## config.mk

```make
export PLATFORM = sky130hd
export DESIGN_NAME = uart_cmd_ctrl
export DESIGN_NICKNAME = d
export VERILOG_FILES = /design/src/rtl/uart_cmd_ctrl_pkg.sv /design/src/rtl/uart_cmd_timeout.sv /design/src/rtl/uart_cmd_ctrl.sv
export SDC_FILE = /design/constraint.sdc
export NUM_CORES = 1
export LEC_CHECK = 0
export BUFFER_PORTS_ARGS = -buffer_cell sky130_fd_sc_hd__clkbuf_2
export CAP_MARGIN = 20
export CORE_ASPECT_RATIO = 0.7
export CORE_MARGIN = 2
export CORE_UTILIZATION = 40
export CTS_BUF_LIST = sky130_fd_sc_hd__clkbuf_8
export CTS_CLUSTER_SIZE = 14
export DETAILED_ROUTE_END_ITERATION = 10
export PLACE_DENSITY_LB_ADDON = 0.2
export SLEW_MARGIN = 5
export SYNTH_ARGS = -nofsm -noshare
export SYNTH_HDL_FRONTEND = slang
export SYNTH_HIERARCHICAL = 1
export SYNTH_SLANG_ARGS = --single-unit
```

## constraint.sdc

```tcl
create_clock -name clk -period 2.4 [get_ports clk]
set_clock_uncertainty 0.2 [all_clocks]
set_input_delay 0.36 -clock clk [delete_from_list [all_inputs] [get_ports clk]]
set_output_delay 0.36 -clock clk [all_outputs]
set_load 0.005 [all_outputs]
```

## src/rtl/uart_cmd_ctrl_pkg.sv

```systemverilog
// uart_cmd_ctrl_pkg: FSM state encoding, command codes and baud-select encoding shared with rx_bps_ctrl
package uart_cmd_ctrl_pkg;
  localparam logic [2:0] ST_IDLE = 3'd0, ST_S1 = 3'd1, ST_CMD = 3'd2, ST_ADDR = 3'd3;
  localparam logic [2:0] ST_DHI = 3'd4, ST_DLO = 3'd5, ST_CHK = 3'd6, ST_EXEC = 3'd7;
  typedef enum logic [2:0] {
    S_IDLE = ST_IDLE, S_S1 = ST_S1, S_CMD = ST_CMD, S_ADDR = ST_ADDR,
    S_DHI = ST_DHI, S_DLO = ST_DLO, S_CHK = ST_CHK, S_EXEC = ST_EXEC
  } state_t;
  localparam logic [7:0] CMD_REG_WR = 8'h01, CMD_SET_BAUD = 8'h02;
  localparam logic [2:0] BAUD_9600 = 3'd0, BAUD_19200 = 3'd1, BAUD_38400 = 3'd2, BAUD_57600 = 3'd3;
  localparam logic [2:0] BAUD_115200 = 3'd4, BAUD_230400 = 3'd5, BAUD_460800 = 3'd6, BAUD_921600 = 3'd7;
endpackage

```

## src/rtl/uart_cmd_timeout.sv

```systemverilog
// uart_cmd_timeout: inter-byte timeout counter; expire pulses when CYCLES-1 is reached without a clear
module uart_cmd_timeout #(
  parameter int CYCLES = 500000
) (
  input  logic clk,
  input  logic rst_n,
  input  logic clr,
  input  logic en,
  output logic expire
);
  localparam int W = CYCLES > 1 ? $clog2(CYCLES) : 1;
  logic [W-1:0] cnt;
  assign expire = en && !clr && cnt == W'(CYCLES - 1);
  always_ff @(posedge clk or negedge rst_n)
    if (!rst_n) cnt <= '0;
    else cnt <= (clr || !en || expire) ? '0 : cnt + 1'b1;
endmodule

```

## src/rtl/uart_cmd_ctrl.sv

```systemverilog
// uart_cmd_ctrl: parses A5 5A CMD ADDR DHI DLO CHK frames into register writes or baud changes.
// Define UART_CMD_TIMEOUT_EN to abort partial frames after TIMEOUT_MS of line silence.
module uart_cmd_ctrl
  import uart_cmd_ctrl_pkg::*;
#(
  parameter int UART_CLK_MHZ = 50,
  parameter int TIMEOUT_MS = 10,
  parameter logic [7:0] SYNC0 = 8'hA5,
  parameter logic [7:0] SYNC1 = 8'h5A
) (
  input  logic        clk,
  input  logic        rst_n,
  input  logic [7:0]  rx_data_i,
  input  logic        rx_valid_i,
  output logic        reg_wr_en_o,
  input  logic        reg_wr_ack_i,
  output logic [7:0]  reg_addr_o,
  output logic [15:0] reg_wdata_o,
  output logic [2:0]  baud_sel_o,
  output logic        frame_err_o,
  output logic        rx_drop_o,
  output logic        busy_o
);
  state_t state;
  logic [7:0] cmd_q, dhi_q, dlo_q, chk_acc;
  logic to_expire;
  assign busy_o = state != S_IDLE;
  assign reg_wdata_o = {dhi_q, dlo_q};
`ifdef UART_CMD_TIMEOUT_EN
  uart_cmd_timeout #(.CYCLES(UART_CLK_MHZ * 1000 * TIMEOUT_MS)) u_timeout (
    .clk   (clk),
    .rst_n (rst_n),
    .clr   (rx_valid_i),
    .en    (state != S_IDLE && state != S_EXEC),
    .expire(to_expire)
  );
`else
  assign to_expire = 1'b0;
`endif
  always_ff @(posedge clk or negedge rst_n) begin
    if (!rst_n) begin
      state       <= S_IDLE;
      cmd_q       <= '0;
      reg_addr_o  <= '0;
      dhi_q       <= '0;
      dlo_q       <= '0;
      chk_acc     <= '0;
      reg_wr_en_o <= 1'b0;
      baud_sel_o  <= BAUD_9600;
      frame_err_o <= 1'b0;
      rx_drop_o   <= 1'b0;
    end else begin
      frame_err_o <= 1'b0;
      rx_drop_o   <= 1'b0;
      if (to_expire) begin
        frame_err_o <= 1'b1;
        state       <= S_IDLE;
      end else begin
        case (state)
          S_IDLE: if (rx_valid_i && rx_data_i == SYNC0) state <= S_S1;
          S_S1: if (rx_valid_i)
            state <= rx_data_i == SYNC1 ? S_CMD : rx_data_i == SYNC0 ? S_S1 : S_IDLE;
          S_CMD: if (rx_valid_i) begin
            cmd_q   <= rx_data_i;
            chk_acc <= rx_data_i;
            state   <= S_ADDR;
          end
          S_ADDR: if (rx_valid_i) begin
            reg_addr_o <= rx_data_i;
            chk_acc    <= chk_acc ^ rx_data_i;
            state      <= S_DHI;
          end
          S_DHI: if (rx_valid_i) begin
            dhi_q   <= rx_data_i;
            chk_acc <= chk_acc ^ rx_data_i;
            state   <= S_DLO;
          end
          S_DLO: if (rx_valid_i) begin
            dlo_q   <= rx_data_i;
            chk_acc <= chk_acc ^ rx_data_i;
            state   <= S_CHK;
          end
          S_CHK: if (rx_valid_i) begin
            if (rx_data_i == chk_acc && cmd_q == CMD_REG_WR) begin
              reg_wr_en_o <= 1'b1;
              state       <= S_EXEC;
            end else begin
              state <= S_IDLE;
              if (rx_data_i == chk_acc && cmd_q == CMD_SET_BAUD) baud_sel_o <= dlo_q[2:0];
              else frame_err_o <= 1'b1;
            end
          end
          S_EXEC: begin
            rx_drop_o <= rx_valid_i;
            if (reg_wr_en_o && reg_wr_ack_i) begin
              reg_wr_en_o <= 1'b0;
              state       <= S_IDLE;
            end
          end
        endcase
      end
    end
  end
endmodule
```

==> run metrics, run 1 <==
ANT nets after route 0; setup TNS 0 ns; Worst Setup End Kind flop; WS Path Type reg2reg; Leak Pwr 1.30 nW; Final #Nets 264; WL/cell about 16 µm; CTS tree yes; WL final ~5400 µm; vias 1683; Antenna diodes 0; Post-DP Area approximately 2600 µm²; status completed; Syn Nets between 200 and 250; Synth-to-Final Area Change 17.9%; layout cells sized above 1 approximately 36%; post-route cell area approximately 2700 µm²; pre-CTS setup slack 0.329 ns; Inst Count DP 319; setup repair bufs after CTS 0; Power Dens Cells ~1200 nW/µm²; largest net degree at the start of global routing 26; Pre-Repair DR Iteration Count 4; Worst IR Drop VDD ~0.5 mV; Clock Sink Count 49; # IOs 43; PostCTS Resize Cnt 0; Critical Path Max Stage Delay 0.45 ns; CTS buffer count 5; post-layout min period 1.96 ns; worst hold path class in2reg; gr usage total 18.7%; worst reg2reg path endpoint baud_sel_o[1]; CP Data Arrival Time 1.94 ns; vias in the first global route between 1.5k and 2k; die area 6380 µm²; global-route wire length before repair 8740 µm; min-delay src reg_wr_ack_i; YS warnings 6; final worst slack 0.442 ns; Synth Area per Inst 11.0 µm²; Max Cap Viol 0; Core Rows 23; Least-Margin Pin Slew 0.641 ns; max-slew violation count 0; drt initial violations 178; Chip Height 67.5 µm; port bufs 42; fin cells 328; Die W between 90 and 100 µm; initial antenna violation count 0; via density per instance 5.13; Root Buffer clkbuf_8; initial core utilization between 40% and 50%; Distinct cells, synth 40; required time worst endpoint 2.39 ns; Worst path slowest cell nor4_1; Worst Reg-to-Reg Cells 4; hold-fix buffers at CTS 1; hold path endpoint reg_wr_en_o; Clock Tree Buf Depth 2; CTS HTree Levels 2; commonest non-fill, non-tap cell in the layout dfrtp_1; Critical R2R Launch chk_acc[6]; Mapped Area between 2000 and 2500 µm²; core region area 5640 µm²; Mapped Cells between 200 and 250; total gr overflow 0; sequential area share after synthesis a little over half; final setup vio count 0; Worst Hold Path Cells 4; Fmax 511 MHz; crit start category flop; flop2flop setup slack 0.44 ns; Final Hold Viols 0; most frequent cells in the layout dfrtp_1, clkbuf_2, nand2_1; DRC 0; CTS clk-pin slew, worst paths 0.09 ns; fillcell total 538; RSZ-0062 raised after global routing false; #FFs+latches synth 49; cells along the critical path xor2_1 > nor4_1 > nand4_1 > mux2_2; Max FO, Critical Path 3; Final period util 81.6%; DP Wirelength between 3000 and 4000 µm; max_slew headroom 57.3%; clock latency on the worst-skew pair around 0.30 ns; GPL Wtd Cong 0.798
==> area by class of cell <==
class	instances	area (µm²)	area share [%]
inverter	1	3.75	0.138
clock buffer	6	82.6	3.04
multi-input combinational	144	993	36.6
tap	75	93.8	3.46
timing repair buffer	51	280	10.3
clock inverter	2	33.8	1.24
sequential	49	1230	45.2
==> sequential cells by signal, indices dropped and copies added, names as in the netlist <==
signal,cells
baud_sel_o,3
reg_addr_o,8
dhi_q,8
reg_wr_en_o,1
cmd_q,8
chk_acc,8
rx_drop_o,1
frame_err_o,1
state,3
dlo_q,8
==> routing by layer <==
layer | GRT usage [%] | share of wire (%)
met5 | 0 | 0
met1 | 30.0 | 54
met2 | 24.1 | 39
met4 | 5.62 | 1.1
met3 | 4.69 | 6.4
==> cells in the mapped netlist, drive strengths merged <==
library cell	n	area [µm²]
nor4b	1	8.76
or4	1	7.51
nor4	2	12.5
nor3	1	5.00
a31o	1	8.76
and4	2	17.5
clkbuf	8	30.0
a211oi	1	7.51
a21bo	1	10.0
nand3	2	10.0
mux2i	8	80.1
nor2	5	18.8
a21oi	20	100
nand2	37	139
mux2	27	304
buf	8	47.5
nand4	4	25.0
or2	3	18.8
dfrtp	49	1230
or3	1	6.26
nor3b	2	15.0
o21ai	4	23.8
nand4b	2	17.5
xnor2	2	17.5
or4b	2	20.0
o21a	1	7.51
xor2	6	52.6
inv	1	3.75
o211ai	2	20.0
o22ai	1	6.26
nand2b	3	18.8
a21boi	2	15.0
==> per-stage QoR <==
step	utilization (%)	hold slack, ns	power, mW
6_report	48.1	0.192	3.24
5_1_grt	48.1	0.216	3.49
4_1_cts	48.1	0.191	3.28
3_5_place_dp	45.9	0.0381	2.67
3_3_place_gp	45.9	0.0299	2.63
2_1_floorplan	-	-0.136	2.20
==> how the worst max path moves through the flow <==
stage                            start            end  depth (start not counted)  slack (ns)
after floorplan           rx_data_i[0]       state[1]                          5        0.45
final                       chk_acc[6]  baud_sel_o[1]                          4        0.44
after global placement    rx_data_i[0]       state[1]                          5        0.36
after global routing        chk_acc[2]  baud_sel_o[1]                          4        0.32
after detailed placement  rx_data_i[5]       state[1]                          5        0.33
after CTS                   chk_acc[6]  baud_sel_o[1]                          4        0.45
==> critical path, delay by kind of cell (launching register included) <==
| family | cells | cell delay, ns |
|---|---|---|
| simple gates | 2 | 0.72 |
| flops | 1 | 0.42 |
| xor+xnor | 1 | 0.17 |
| mux | 1 | 0.33 |
==> cells by family (layout without fill, tap and decap cells) <==
family | after synthesis | count (layout) | synth area share (%)
buffers and inverters | 17 | 60 | 3.53
XOR/XNOR | 8 | 8 | 3.05
AO/OA/AOI/OAI | 33 | 33 | 8.65
multiplexers | 35 | 35 | 16.7
flip-flops | 49 | 49 | 53.3
AND/OR/NAND/NOR | 68 | 68 | 14.8
==> power by group <==
group          internal [mW]  switching, mW  leakage [nW]
clock                  0.336          0.268        0.0626
combinational          0.601          0.549         0.628
sequential              1.18          0.306         0.610
Note: power is estimated with default switching activity, not from simulation.
==> inputs of run 2 (changes only) <==
==> constraint.sdc (replaced) <==
create_clock -name clk -period 1.7 [get_ports clk]
set_clock_uncertainty 0.2 [all_clocks]
set_input_delay 0.255 -clock clk [delete_from_list [all_inputs] [get_ports clk]]
set_output_delay 0.255 -clock clk [all_outputs]
set_load 0.005 [all_outputs]
==> run metrics, run 2 (synthesis results as in run 1) <==
Final #Nets 301; Core Rows 23; multi-input logic area 1120 µm²; RSZ-0062 raised after global routing true; Final Hold Viols 0; Root Buffer clkbuf_8; most frequent cells in the layout dfrtp_1, clkbuf_2, nand2_1; Least-Margin Pin Slew 0.257 ns; total power 5.28 mW; CTS clk-pin slew, worst paths about 0.090 ns; Reg power frac 38.5%; # IOs between 40 and 50; post-route cell area between 3000 and 4000 µm²; failing checks setup timing; Max FO, Critical Path 3; Synth-to-Final Area Change 38.9%; post-layout min period 1.86 ns; final worst slack -0.163 ns; commonest non-fill, non-tap cell in the layout dfrtp_1; global-route wire length before repair 9760 µm; status finished, violations left; min-delay src rx_valid_i; Clock Sink Count 49; gr usage total approximately a fifth; DP Wirelength 3990 µm; WL/cell between 15 and 20 µm; Leak Pwr 1.54 nW; CTS buffer count 5; GPL Wtd Cong 0.868; fin cells 364; DRC 0; largest net degree at the start of global routing 50; Comb power frac 48.1%; Pre-Repair DR Iteration Count 4; Inst Count DP between 300 and 400; Worst IR Drop VDD 0.757 mV; Fmax between 500 and 600 MHz; Max Cap Viol 0; port bufs 42; die area 6380 µm²; ANT nets after route 0; switching part of the total 34.5%; Worst Setup End Kind flop; Clock power frac 13.4%; clock latency on the worst-skew pair 0.31 ns; total gr overflow 0; Die W roughly 95 µm; CTS tree yes; worst hold path class in2reg; core region area 5640 µm²; Post-DP Area ~2800 µm²; Worst Setup SP chk_acc[6]; fillcell total 537; vias in the first global route 1802; Power Dens Cells 1650 nW/µm²; Chip Height 67.5 µm; layout cells sized above 1 49.8%; max-slew violation count 0; initial antenna violation count 0; vias around 1.9k; Sequential Area 1230 µm²; initial core utilization between 40% and 50%; max_slew headroom 82.6%; Switch Pwr approximately 1.8 mW; Clock Tree Buf Depth 2; utilization after layout between 50% and 60%; via density per instance just over 5; CTS HTree Levels 2; CP Data Arrival Time around 1.9 ns; WL final 5990 µm; WS Path Type reg2reg; P_int roughly 3.5 mW; setup TNS -1.69 ns; pre-CTS setup slack -0.176 ns; Critical R2R Launch chk_acc[6]; crit start category flop; drt initial violations between 100 and 150; hold_ws 0.0822 ns; Antenna diodes 0; final setup vio count 25; Final period util 110%; required time worst endpoint 1.70 ns
run 2: changes by cell type in the layout (fill, tap and decap cells not counted), moves of 3 or more:
cell	previous run	this run
buf_12	0	5
mux2_2	27	19
buf_4	8	34
buf_6	0	5
mux2_4	0	8
nand2b_1	3	0
run 2: layer usage:
| metal | global-route usage (%) | up-vias | part of all wire, % |
|---|---|---|---|
| met4 | 7.07 | 0 | 1.6 |
| met2 | 30.4 | 59 | 42 |
| met3 | 4.35 | 8 | 6.2 |
| li1 | - | 885 | - |
| met5 | 0 | - | 0 |
| met1 | 31.0 | 938 | 50 |
run 2: final timing paths:
path | to | slack (ns) | cells after the start
hold reg to reg | dlo_q[3] | 0.28 | 2
setup reg to reg | baud_sel_o[1] | -0.16 | 5
hold / removal | reg_wr_en_o | 0.08 | 3
min in group asynchronous | reg_addr_o[2] | 0.26 | 3
setup / recovery | baud_sel_o[1] | -0.16 | 5
max in group asynchronous | reg_wr_en_o | 0.80 | 3
run 2: power by group through the flow:
stage / combinational, mW / sequential, mW / clock, mW
floorplan: 1.14 / 1.99 / 0
global placement: 1.96 / 2.02 / 0
detailed placement: 1.99 / 2.04 / 0
CTS: 2.25 / 2.02 / 0.733
global route: 2.77 / 2.10 / 0.781
finish: 2.54 / 2.03 / 0.709
run 2: worst max-delay path, cell delays in order, from the launching register on:
cell     delay [ns]
dfrtp_1        0.42
xor2_1         0.18
nor4_2         0.27
buf_4          0.16
nand4_1        0.19
mux2_2         0.33
run 2: timing repair:
item	in CTS	in global routing
gates resized for setup	13	22
buffers inserted	7	7
pin swaps	4	5
setup endpoints to repair	24	25
cloned	1	0
endpoints found under the hold margin	49	0
hold buffers	1	0
run 2: area by class of cell:
cell class              count  share of cell area (%)
flip-flops and latches     49                    38.4
multi-input cells         144                    35.1
repair buffers             88                    20.6
well taps                  75                    2.94
clock buffers               6                    2.58
clock inverters             1                   0.235
inverters                   1                   0.117
